[config.mk]
export PLATFORM = sky130hd
export DESIGN_NAME = hl_layer_sequencer
export DESIGN_NICKNAME = d
export VERILOG_FILES = /design/src/rtl/hl_layer_sequencer.sv
export SDC_FILE = /design/constraint.sdc
export NUM_CORES = 1
export LEC_CHECK = 0
export CAP_MARGIN = 20
export CORE_MARGIN = 4
export CORE_UTILIZATION = 41
export CTS_BUF_LIST = sky130_fd_sc_hd__clkbuf_16
export DETAILED_ROUTE_END_ITERATION = 8
export PLACE_DENSITY = 0.69
export SLEW_MARGIN = 10
export SYNTH_ARGS = -nofsm -noshare
export SYNTH_HDL_FRONTEND = slang
export SYNTH_SLANG_ARGS = --single-unit
[constraint.sdc]
create_clock -name CLK -period 2.8 [get_ports CLK]
set_input_delay 0.42 -clock CLK [delete_from_list [all_inputs] [get_ports CLK]]
set_output_delay 0.42 -clock CLK [all_outputs]
set_load 0.005 [all_outputs]
[src/rtl/hl_layer_sequencer.sv]
// hl_layer_sequencer: buffers one input vector, broadcasts it element by
// element to every neuron of a hidden layer, collects per-lane results and
// sticky overflow, and presents the layer output with a valid/ready handshake.
// A watchdog bounds the wait for neuron results.
module hl_layer_sequencer #(
    parameter int NUM_INPUTS     = 36,
    parameter int NUM_NEURONS    = 8,
    parameter int WIDTH          = 8,
    parameter int TIMEOUT_CYCLES = 256
) (
    input  logic                         CLK,
    input  logic                         RSTN,
    input  logic [WIDTH-1:0]             IN_VALUE,
    input  logic                         IN_VALID,
    output logic                         IN_READY,
    output logic [WIDTH-1:0]             NEU_VALUE,
    output logic                         NEU_VALID,
    input  logic [NUM_NEURONS-1:0]       NEU_READY,
    input  logic [NUM_NEURONS*WIDTH-1:0] NEU_VALUE_OUT,
    input  logic [NUM_NEURONS-1:0]       NEU_VALID_OUT,
    input  logic [NUM_NEURONS-1:0]       NEU_OVERFLOW,
    output logic [NUM_NEURONS*WIDTH-1:0] OUT_VALUES,
    output logic [NUM_NEURONS-1:0]       OUT_OVERFLOW,
    output logic                         OUT_TIMEOUT,
    output logic                         OUT_VALID,
    input  logic                         OUT_READY
);

    localparam int IDX_W = (NUM_INPUTS > 1) ? $clog2(NUM_INPUTS) : 1;
    localparam int WD_W  = $clog2(TIMEOUT_CYCLES);

    localparam logic [IDX_W-1:0] IDX_LAST = IDX_W'(NUM_INPUTS - 1);
    localparam logic [WD_W-1:0]  WD_LAST  = WD_W'(TIMEOUT_CYCLES - 1);

    generate
        if (TIMEOUT_CYCLES < 2) begin : g_bad_timeout
            $error("hl_layer_sequencer: TIMEOUT_CYCLES must be at least 2");
        end
    endgenerate

    typedef enum logic [2:0] {
        S_IDLE,
        S_LOAD,
        S_ISSUE,
        S_WAIT_RES,
        S_PRESENT
    } state_t;

    state_t                         state;
    logic [WIDTH-1:0]               in_buf [NUM_INPUTS];
    logic [IDX_W-1:0]               idx;
    logic [WD_W-1:0]                wd_cnt;
    logic [NUM_NEURONS-1:0]         done;
    logic [NUM_NEURONS-1:0]         done_next;
    logic                           accept;

    logic                           in_ready_q;
    logic [WIDTH-1:0]               neu_value_q;
    logic                           neu_valid_q;
    logic [NUM_NEURONS*WIDTH-1:0]   out_values_q;
    logic [NUM_NEURONS-1:0]         out_overflow_q;
    logic                           out_timeout_q;
    logic                           out_valid_q;

    assign IN_READY     = in_ready_q;
    assign NEU_VALUE    = neu_value_q;
    assign NEU_VALID    = neu_valid_q;
    assign OUT_VALUES   = out_values_q;
    assign OUT_OVERFLOW = out_overflow_q;
    assign OUT_TIMEOUT  = out_timeout_q;
    assign OUT_VALID    = out_valid_q;

    // in_ready_q is only high in IDLE/LOAD, so it fully qualifies an accept
    assign accept = IN_VALID & in_ready_q;

    // Lane-done mask including this cycle's strobes, used for same-cycle completion
    always_comb begin
        done_next = done | NEU_VALID_OUT;
    end

    // Input element buffer; pure data storage, no reset needed
    always_ff @(posedge CLK) begin
        if (RSTN && accept) begin
            in_buf[idx] <= IN_VALUE;
        end
    end

    // Sequencer FSM with all registered outputs
    always_ff @(posedge CLK) begin
        if (!RSTN) begin
            state          <= S_IDLE;
            idx            <= '0;
            wd_cnt         <= '0;
            done           <= '0;
            in_ready_q     <= 1'b1;
            neu_value_q    <= '0;
            neu_valid_q    <= 1'b0;
            out_values_q   <= '0;
            out_overflow_q <= '0;
            out_timeout_q  <= 1'b0;
            out_valid_q    <= 1'b0;
        end else begin
            // broadcast strobe is a single-cycle pulse by default
            neu_valid_q <= 1'b0;

            case (state)
                S_IDLE, S_LOAD: begin
                    if (accept) begin
                        if (state == S_IDLE) begin
                            // start of a new vector: drop all per-vector result state
                            done           <= '0;
                            out_overflow_q <= '0;
                            out_timeout_q  <= 1'b0;
                            out_values_q   <= '0;
                        end
                        if (idx == IDX_LAST) begin
                            idx        <= '0;
                            in_ready_q <= 1'b0;
                            state      <= S_ISSUE;
                        end else begin
                            idx   <= idx + IDX_W'(1);
                            state <= S_LOAD;
                        end
                    end
                end

                S_ISSUE: begin
                    // neu_valid_q high means a pulse went out last cycle: enforce the gap
                    if ((&NEU_READY) && !neu_valid_q) begin
                        neu_value_q <= in_buf[idx];
                        neu_valid_q <= 1'b1;
                        if (idx == IDX_LAST) begin
                            idx    <= '0;
                            wd_cnt <= '0;
                            state  <= S_WAIT_RES;
                        end else begin
                            idx <= idx + IDX_W'(1);
                        end
                    end
                end

                S_WAIT_RES: begin
                    for (int unsigned i = 0; i < NUM_NEURONS; i++) begin
                        if (NEU_VALID_OUT[i]) begin
                            out_values_q[i*WIDTH +: WIDTH] <= NEU_VALUE_OUT[i*WIDTH +: WIDTH];
                        end
                    end
                    done           <= done_next;
                    out_overflow_q <= out_overflow_q | NEU_OVERFLOW;

                    // completion is tested first so it wins over a coincident timeout
                    if (&done_next) begin
                        out_valid_q   <= 1'b1;
                        out_timeout_q <= 1'b0;
                        state         <= S_PRESENT;
                    end else if (wd_cnt == WD_LAST) begin
                        out_valid_q   <= 1'b1;
                        out_timeout_q <= 1'b1;
                        state         <= S_PRESENT;
                    end else begin
                        wd_cnt <= wd_cnt + WD_W'(1);
                    end
                end

                S_PRESENT: begin
                    // results held stable; late strobes are ignored here
                    if (OUT_READY) begin
                        out_valid_q <= 1'b0;
                        in_ready_q  <= 1'b1;
                        state       <= S_IDLE;
                    end
                end

                default: begin
                    state <= S_IDLE;
                end
            endcase
        end
    end

endmodule

==> run_results.csv, run 1 <==
group,metric,value,unit
global_routing,grt_pass1_vias,9649,
worst_setup_path,crit_chain,"nor2_1 -> nand2_1 -> nor2_1 -> buf_4",
floorplan,coreArea,36870,sq um
cells_and_area,syn2layout_area_growth,26.51,%
cells_and_area,fin_nets,1367,
sta,finalHoldViolations,0,
sta,timing.final.crit_share,87.37,%
synthesis,synth_nets,1128,
global_routing,antenna_found_initial,2,
clock_network,cts_buffers,41,
routing,wl_per_cell,21.43,microns
worst_setup_path,cp_slowest_cell,"nor2_1",
pwr,intPower,9.651,mW
routing,wirelength,38590,microns
synthesis,postSynth.asyncResetShare,0,%
synthesis,ys_top_cells_by_area,"edfxtp_1, dfxtp_1, mux4_2",
clock_network,cts_buffer_depth,3,
clock_network,cts-resized-gates,0,
routing,vias,9616,
pwr,p_sw,2.630,mW
sta,fin_skew,0.03378,ns
pwr,leakagePower,6.303,nW
worst_setup_path,crit_arrival,2.70,ns
floorplan,rows,70,
global_routing,grt_max_degree,80,
cells_and_area,layout-drive-gt1-share,14.57,%
clock_network,ctsHoldBuffers,0,
clock_network,cts_num_sinks,397,
synthesis,yosysTopAreaCell,"edfxtp_1",
pwr,peakVddDrop,0.4540,mV
global_routing,overflow,0,
worst_setup_path,endpoint_kind,"flop",
synthesis,postSynth.topFlopCell,"edfxtp_1",
worst_setup_path,path_max_fanout,19,
sta,hold_slack,0.3027,ns
hold_path,hp-start,"RSTN",
worst_setup_path,cpMostUsedCell,"nor2_1",
worst_setup_path,slowest_delay,0.81,ns
hold_path,hold_end,"idx[1]",
sta,max_slew_margin,35.30,%
synthesis,syn_inst,1026,
synthesis,synth_cell_types,45,
synthesis,ys_warn_count,0,
cells_and_area,antennaDiodeCount,0,
clock_network,cts_setup_buffers,0,
routing,drtAntennaViolNets,0,
pwr,clockPowerShare,41.6,%
cells_and_area,final_common_cell,"edfxtp_1",
routing,drc,0,
worst_setup_path,worstSetupStartpointType,"flop",
floorplan,die_x,202.0,microns
synthesis,yosysSeqAreaShare,70.18,%
sta,fmax,408.8,MHz
hold_path,hold_depth,2,
cells_and_area,layout_common_cells,"edfxtp_1, clkdlybuf4s50_1, dfxtp_1",
synthesis,ys_seq_elements,397,
clock_network,path_clk_slew,0.06,ns
place,post-dp-hpwl,25870,microns
synthesis,syn_area,15430,sq um
routing,drtIter0Drc,628,
sta,finalSetupViolations,0,
flow_run,drv_cap,0,
sta,tightest_slew,0.9669,ns
pwr,netSwitchingFraction,21.42,%
worst_setup_path,crit_buf_inv,1,
worst_setup_path,timing.rr.end,"in_buf[17][6]",
pwr,p_comb_share,6.4,%
sta,tns,0,ns
floorplan,start_util,41.85,%
hold_path,worstHoldPathType,"input pin to flop",
global_routing,grt_pass1_wl,58700,microns
clock_network,cts.htree.levels,2,
worst_setup_path,r2r_cells,4,
clock_network,cts-root-buf,"clkbuf_16",
worst_setup_path,r2r_start,"idx[2]",
clock_network,clock_latency,0.56,ns
synthesis,synth_top_area_share,56.04,%
place,gp_routability_congestion,0.8191,
routing,vias_per_cell,5.339,
worst_setup_path,cp.required,3.05,ns
worst_setup_path,path_delay_family,"simple AND/OR/NAND/NOR gates",
pwr,power.density,629.1,nW/um^2
place,port_buffers,183,
sta,rsz0062_at_grt,"no",
pwr,power_frac_seq,52.0,%
clock_network,cts_tree,"done",
sta,min_period,2.446,ns
global_routing,grt_usage,18.52,%
worst_setup_path,r2r_slack,0.35,ns
floorplan,die_h,202.0,microns
floorplan,io_pins,184,
sta,drv_slew,0,
floorplan,die_area,40810,sq um
outcome,status,"finished, final reports clean",
worst_setup_path,path_class,"flop to flop",
synthesis,syn_area_per_cell,15.04,sq um
routing,drt-pass1-iter-count,5,
synthesis,synth_edf_count,288,
## power groups by stage
stage | Sequential [mW] | Clock (mW) | Combinational [mW]
5_1_grt | 6.38 | 5.50 | 0.849
6_report | 6.38 | 5.11 | 0.790
3_5_place_dp | 6.51 | 0 | 0.794
2_1_floorplan | 6.48 | 0 | 0.398
3_3_place_gp | 6.51 | 0 | 0.783
4_1_cts | 6.38 | 5.25 | 0.800
## final cells by class
cell class | instances | area, sq um
Inverter | 1 | 3.754
Sequential cell | 397 | 10840
Tap cell | 504 | 630.6
Fill cell | 3017 | 17350
Clock buffer | 44 | 1101
Clock inverter | 31 | 180.2
Multi-Input combinational cell | 566 | 4344
Timing Repair Buffer | 258 | 2427
## through the flow
stage               utilization, %  instance area [sq um]  worst slack [ns]  total power, mW  instances
global route                 52.95                  19520            0.1710            12.73       1801
detailed placement           49.47                  18240            0.2775            7.301       1726
floorplan                        -                  15430            0.4398            6.875       1026
finish                       52.95                  19520            0.3537            12.28       1801
CTS                          52.95                  19520            0.3871            12.43       1801
global placement             49.47                  18240            0.2755            7.289       1726
## flip-flops by register name (all words and copies together), names as in the netlist
| name | flops |
|---|---|
| state | 3 |
| idx | 6 |
| OUT_VALUES | 64 |
| OUT_OVERFLOW | 8 |
| in_buf | 288 |
| OUT_TIMEOUT | 1 |
| NEU_VALUE | 8 |
| done | 8 |
| IN_READY | 1 |
| wd_cnt | 8 |
| OUT_VALID | 1 |
| NEU_VALID | 1 |
## cells in the mapped netlist, types with 2 or more instances
master    number
or4_1          2
buf_6          2
nand4b_1       2
mux4_2        40
ha_1           2
dfxtp_1      109
nand3b_1       2
nor3b_1        2
buf_2          7
edfxtp_1     288
a22oi_1       80
o21ai_0        9
or3b_1         3
o221a_2       10
xnor2_1        2
nor2b_1       77
nor2_1        66
nand3_1       24
or2_2          4
nand4_1        8
o22ai_1       12
mux2i_1       81
nor4_1         3
nand2_1       49
and2_1        15
buf_1          6
a21boi_0       5
or3_1          7
a21oi_1       44
clkbuf_1      46
nor3_1         3
and4_1         3
## worst max-delay path by stage
stage,startpoint,slack (ns),cells past startpoint,endpoint
after CTS,idx[2],0.39,4,in_buf[0][3]
after detailed placement,NEU_READY[4],0.28,6,wd_cnt[7]
after global placement,NEU_READY[4],0.28,6,wd_cnt[7]
final,idx[2],0.35,4,in_buf[17][6]
after global routing,idx[2],0.17,4,in_buf[0][2]
after floorplan,idx[0],0.44,6,in_buf[1][0]
## cells by family after synthesis
family,after synthesis,share of synthesized area [%]
compound gates,168,7.508
mux,121,11.09
fa+ha+maj,2,0.1621
xor+xnor,2,0.1135
simple gates,273,9.235
flops,397,70.18
buf+inv,63,1.711
## per-layer routing
layer	vias up	wire length (microns)	GRT usage [%]
li1	4432	-	-
met1	4748	15920	23.66
met2	369	18940	31.44
met3	63	2696	4.396
met4	4	996	5.859
met5	-	31	0
Power figures use the tool's default switching activity.
==> run 2, diff against run 1 <==
--- a/config.mk
+++ b/config.mk
@@ -15,3 +15,4 @@
 export SYNTH_ARGS = -nofsm -noshare
 export SYNTH_HDL_FRONTEND = slang
 export SYNTH_SLANG_ARGS = --single-unit
+export TNS_END_PERCENT = 1
==> constraint.sdc (replaced) <==
create_clock -name CLK -period 2.8 [get_ports CLK]
set_input_delay 0.7 -clock CLK [delete_from_list [all_inputs] [get_ports CLK]]
set_output_delay 0.7 -clock CLK [all_outputs]
set_load 0.005 [all_outputs]
==> run_results.csv, run 2 (synthesis gave the netlist of run 1 again) <==
group,metric,value,unit
global_routing,grt_usage,18.53,%
worst_setup_path,timing.rr.end,"wd_cnt[3]",
cells_and_area,largest_reg_flops,288,
floorplan,die_x,202.0,microns
global_routing,grt_pass1_vias,9701,
clock_network,cts-root-buf,"clkbuf_16",
global_routing,grt_pass1_wl,58420,microns
worst_setup_path,worstSetupStartpointType,"flop",
floorplan,die_area,40810,sq um
sta,rsz0062_at_grt,"no",
routing,route.met3.wl,3208,microns
clock_network,clock_latency,0.58,ns
cells_and_area,fin_util,53.34,%
pwr,power.density,650.8,nW/um^2
place,gp_routability_congestion,0.8298,
place,placed_area,18260,sq um
routing,dr_wl_met2,18570,microns
outcome,status,"finished, final reports clean",
flow_run,drv_cap,0,
cells_and_area,layout-drive-gt1-share,15.76,%
cells_and_area,postLayoutCellArea,19670,sq um
cells_and_area,antennaDiodeCount,0,
place,post-dp-hpwl,25850,microns
place,port_buffers,183,
routing,wl_per_cell,21.36,microns
routing,drtAntennaViolNets,0,
hold_path,hold_depth,2,
sta,finalHoldViolations,0,
floorplan,start_util,41.85,%
sta,fmax,410.3,MHz
worst_setup_path,slowest_delay,0.59,ns
clock_network,path_clk_slew,0.06,ns
cells_and_area,regMostFlops,"in_buf",
clock_network,cts_tree,"done",
routing,top_layer,"met4",
sta,min_period,2.437,ns
cells_and_area,layout_common_cells,"edfxtp_1, clkdlybuf4s50_1, dfxtp_1",
worst_setup_path,r2r_slack,0.36,ns
floorplan,die_h,202.0,microns
sta,tns,0,ns
worst_setup_path,path_delay_family,"simple AND/OR/NAND/NOR gates",
sta,finalSetupViolations,0,
routing,drt-pass1-iter-count,6,
worst_setup_path,cp.required,3.30,ns
hold_path,worstHoldPathType,"flop to flop",
worst_setup_path,r2r_start,"state[1]",
clock_network,cts_num_sinks,397,
cells_and_area,final_common_cell,"edfxtp_1",
worst_setup_path,path_max_fanout,10,
clock_network,cts_buffers,42,
worst_setup_path,crit_chain,"or3b_1 -> or4_1 -> o32a_1 -> or3_1 -> a21oi_1",
sta,tightest_slew,0.8760,ns
clock_network,cts-resized-gates,0,
place,place_inst,1728,
hold_path,hold_end,"OUT_OVERFLOW[6]",
pwr,peakVddDrop,0.5183,mV
worst_setup_path,r2r_cells,5,
place,dp_slack,0.03210,ns
clock_network,cts.htree.levels,2,
hold_path,hp-start,"OUT_OVERFLOW[6]",
worst_setup_path,path_class,"flop to flop",
worst_setup_path,cp_slowest_cell,"or4_1",
sta,fin_skew,0.02095,ns
worst_setup_path,endpoint_kind,"flop",
sta,timing.final.crit_share,87.04,%
worst_setup_path,crit_arrival,2.93,ns
routing,drtIter0Drc,667,
global_routing,grt_max_degree,57,
global_routing,antenna_found_initial,0,
global_routing,overflow,0,
clock_network,ctsHoldBuffers,0,
clock_network,cts_buffer_depth,3,
cells_and_area,fin_nets,1370,
floorplan,coreArea,36870,sq um
worst_setup_path,crit_buf_inv,0,
routing,vias,9594,
sta,max_slew_margin,41.39,%
routing,drc,0,
floorplan,rows,70,
clock_network,cts_setup_buffers,0,
floorplan,io_pins,184,
routing,wl_met1,15760,microns
cells_and_area,stdcell_count,1805,
sta,drv_slew,0,
routing,wirelength,38560,microns
pwr,leakagePower,6.351,nW
routing,vias_per_cell,5.315,
cells_and_area,syn2layout_area_growth,27.44,%
sta,setup_ws,0.3629,ns
run 2: worst min-delay path: cells and delay by family, from the launching register on:
kind             cells  cell delay (ns)
AND/OR/NAND/NOR      1             0.07
AO/OA/AOI/OAI        1             0.04
flip-flops           1             0.32
run 2: per-stage QoR:
stage | hold slack, ns | power [mW]
final | 0.4674 | 12.80
after global routing | 0.4866 | 13.22
after CTS | 0.4686 | 12.93
after detailed placement | 0.4527 | 7.306
after global placement | 0.4481 | 7.296
after floorplan | 0.4376 | 6.875
run 2: worst max path at each step:
stage,start,endpoint,slack (ns),cells past startpoint
after global placement,NEU_READY[4],wd_cnt[5],0.05,6
after floorplan,idx[0],in_buf[1][0],0.44,6
after detailed placement,NEU_READY[4],idx[3],0.03,7
after global routing,state[1],wd_cnt[3],0.22,5
after CTS,state[1],wd_cnt[3],0.37,5
final,state[1],wd_cnt[3],0.36,5
run 2: layer usage:
metal  track usage [%]  up-vias
li1                  -     4434
met1             23.86     4699
met2             30.96      396
met3             4.909       65
met4             5.664        0
met5                 0        -
run 2: cell type report:
type,instances,area [sq um]
Sequential cell,397,10840
Fill cell,3034,17210
Multi-Input combinational cell,566,4344
Tap cell,504,630.6
Inverter,1,3.754
Clock buffer,42,1051
Clock inverter,35,357.8
Timing Repair Buffer,260,2442
run 2: power by group:
group          switching, mW  leakage, nW  internal [mW]  total, mW
sequential            0.0446         3.47           6.33       6.38
clock                   2.30        0.729           3.32       5.63
combinational          0.401         2.15          0.395      0.796
==> run 3, diff against run 2 <==
==> constraint.sdc (replaced) <==
create_clock -name CLK -period 2.3 [get_ports CLK]
set_input_delay 0.575 -clock CLK [delete_from_list [all_inputs] [get_ports CLK]]
set_output_delay 0.575 -clock CLK [all_outputs]
set_load 0.005 [all_outputs]
==> run_results.csv, run 3 (synthesis gave the netlist of run 1 again) <==
group,metric,value,unit
routing,vias_per_cell,5.347,
clock_network,path_clk_slew,0.06,ns
sta,finalSetupViolations,0,
floorplan,start_util,41.85,%
clock_network,cts_setup_buffers,0,
floorplan,die_x,202.0,microns
cells_and_area,layout-drive-gt1-share,16.57,%
clock_network,cts_num_sinks,397,
cells_and_area,stdcell_count,1826,
cells_and_area,multi_input_area,4345,sq um
global_routing,met1_usage,23.74,%
cells_and_area,fillers,3003,
sta,setup_ws,0.08597,ns
routing,drc,0,
global_routing,grt_pass1_wl,58400,microns
cells_and_area,largest_reg_flops,288,
cells_and_area,layout_common_cells,"edfxtp_1, clkdlybuf4s50_1, dfxtp_1",
pwr,total_power,14.92,mW
clock_network,clock_latency,0.56,ns
clock_network,cts.htree.levels,2,
global_routing,grt_use_met2,30.64,%
global_routing,use_met3,4.781,%
global_routing,busiest_layer,"met2",
clock_network,cts_buffer_depth,3,
worst_setup_path,endpoint_kind,"flop",
sta,drv_slew,0,
cells_and_area,regMostFlops,"in_buf",
clock_network,cts-root-buf,"clkbuf_16",
routing,vias,9764,
clock_network,ctsHoldBuffers,0,
sta,timing.final.crit_share,96.26,%
clock_network,cts_tree,"done",
place,gp_routability_congestion,0.8322,
floorplan,io_pins,184,
place,dp_slack,-0.4398,ns
cells_and_area,syn2layout_area_growth,27.90,%
global_routing,grt_pass1_vias,9719,
floorplan,die_area,40810,sq um
global_routing,grt_usage,18.43,%
routing,wirelength,38570,microns
routing,wl_per_cell,21.12,microns
global_routing,overflow,0,
floorplan,die_h,202.0,microns
cells_and_area,final_common_cell,"edfxtp_1",
floorplan,rows,70,
place,place_inst,1756,
worst_setup_path,r2r_start,"state[2]",
hold_path,worstHoldPathType,"flop to flop",
worst_setup_path,crit_arrival,2.68,ns
sta,rsz0062_at_grt,"no",
flow_run,drv_cap,0,
worst_setup_path,path_class,"flop to flop",
worst_setup_path,crit_start,"state[2]",
cells_and_area,antennaDiodeCount,0,
floorplan,coreArea,36870,sq um
sta,tns,0,ns
sta,tightest_slew,0.8387,ns
global_routing,antenna_found_initial,0,
routing,drt-pass1-iter-count,5,
place,post-dp-hpwl,26200,microns
global_routing,grt_max_degree,79,
worst_setup_path,path_max_fanout,3,
routing,drtAntennaViolNets,0,
sta,fmax,451.7,MHz
worst_setup_path,cp.required,2.77,ns
cells_and_area,fin_nets,1397,
clock_network,cts-resized-gates,0,
worst_setup_path,worstSetupStartpointType,"flop",
cells_and_area,register_area,10840,sq um
worst_setup_path,r2r_slack,0.09,ns
place,port_buffers,183,
pwr,power.density,756.1,nW/um^2
sta,finalHoldViolations,0,
clock_network,cts_buffers,41,
pwr,leakagePower,6.412,nW
routing,drtIter0Drc,653,
sta,fin_skew,0.02801,ns
sta,hold_slack,0.4635,ns
hold_path,hp-start,"wd_cnt[1]",
sta,min_period,2.214,ns
outcome,status,"finished, final reports clean",
sta,max_slew_margin,43.88,%
pwr,peakVddDrop,0.5516,mV
-- run 3: per-layer routing --
metal  vias to the layer above  wire [microns]
met5                         -               0
met1                      4817           15740
met2                       378           18600
met3                        73            3000
met4                         0            1234
li1                       4496               -
-- run 3: critical path: stages, from the launching register on --
cell      delay, ns
dfxtp_1        0.31
or3b_1         0.40
buf_4          0.17
nor4_2         0.36
buf_4          0.19
nor2_1         0.05
or4_1          0.50
a21boi_0       0.16
-- run 3: final cells by class --
class                   count  area share (%)
flip-flops and latches    397           54.90
multi-input cells         566           22.02
repair buffers            288           13.50
clock buffers              41           5.198
well taps                 504           3.195
clock inverters            29           1.166
inverters                   1         0.01902
-- run 3: final timing paths --
kind | depth (start not counted) | to
setup / recovery | 7 | idx[3]
hold / removal | 2 | wd_cnt[1]
setup reg to reg | 7 | idx[3]
hold reg to reg | 2 | wd_cnt[1]
-- run 3: metrics by stage --
stage                     utilization, %  instance area [sq um]
final                              53.53                  19740
after global routing               53.53                  19740
after CTS                          53.53                  19740
after detailed placement           50.12                  18480
after global placement             50.12                  18480
after floorplan                        -                  15430
-- run 3: report_power, final --
part / switching (mW) / internal, mW
clock: 2.66 / 3.49
sequential: 0.0268 / 7.71
combinational: 0.525 / 0.509
total: 3.22 / 11.7
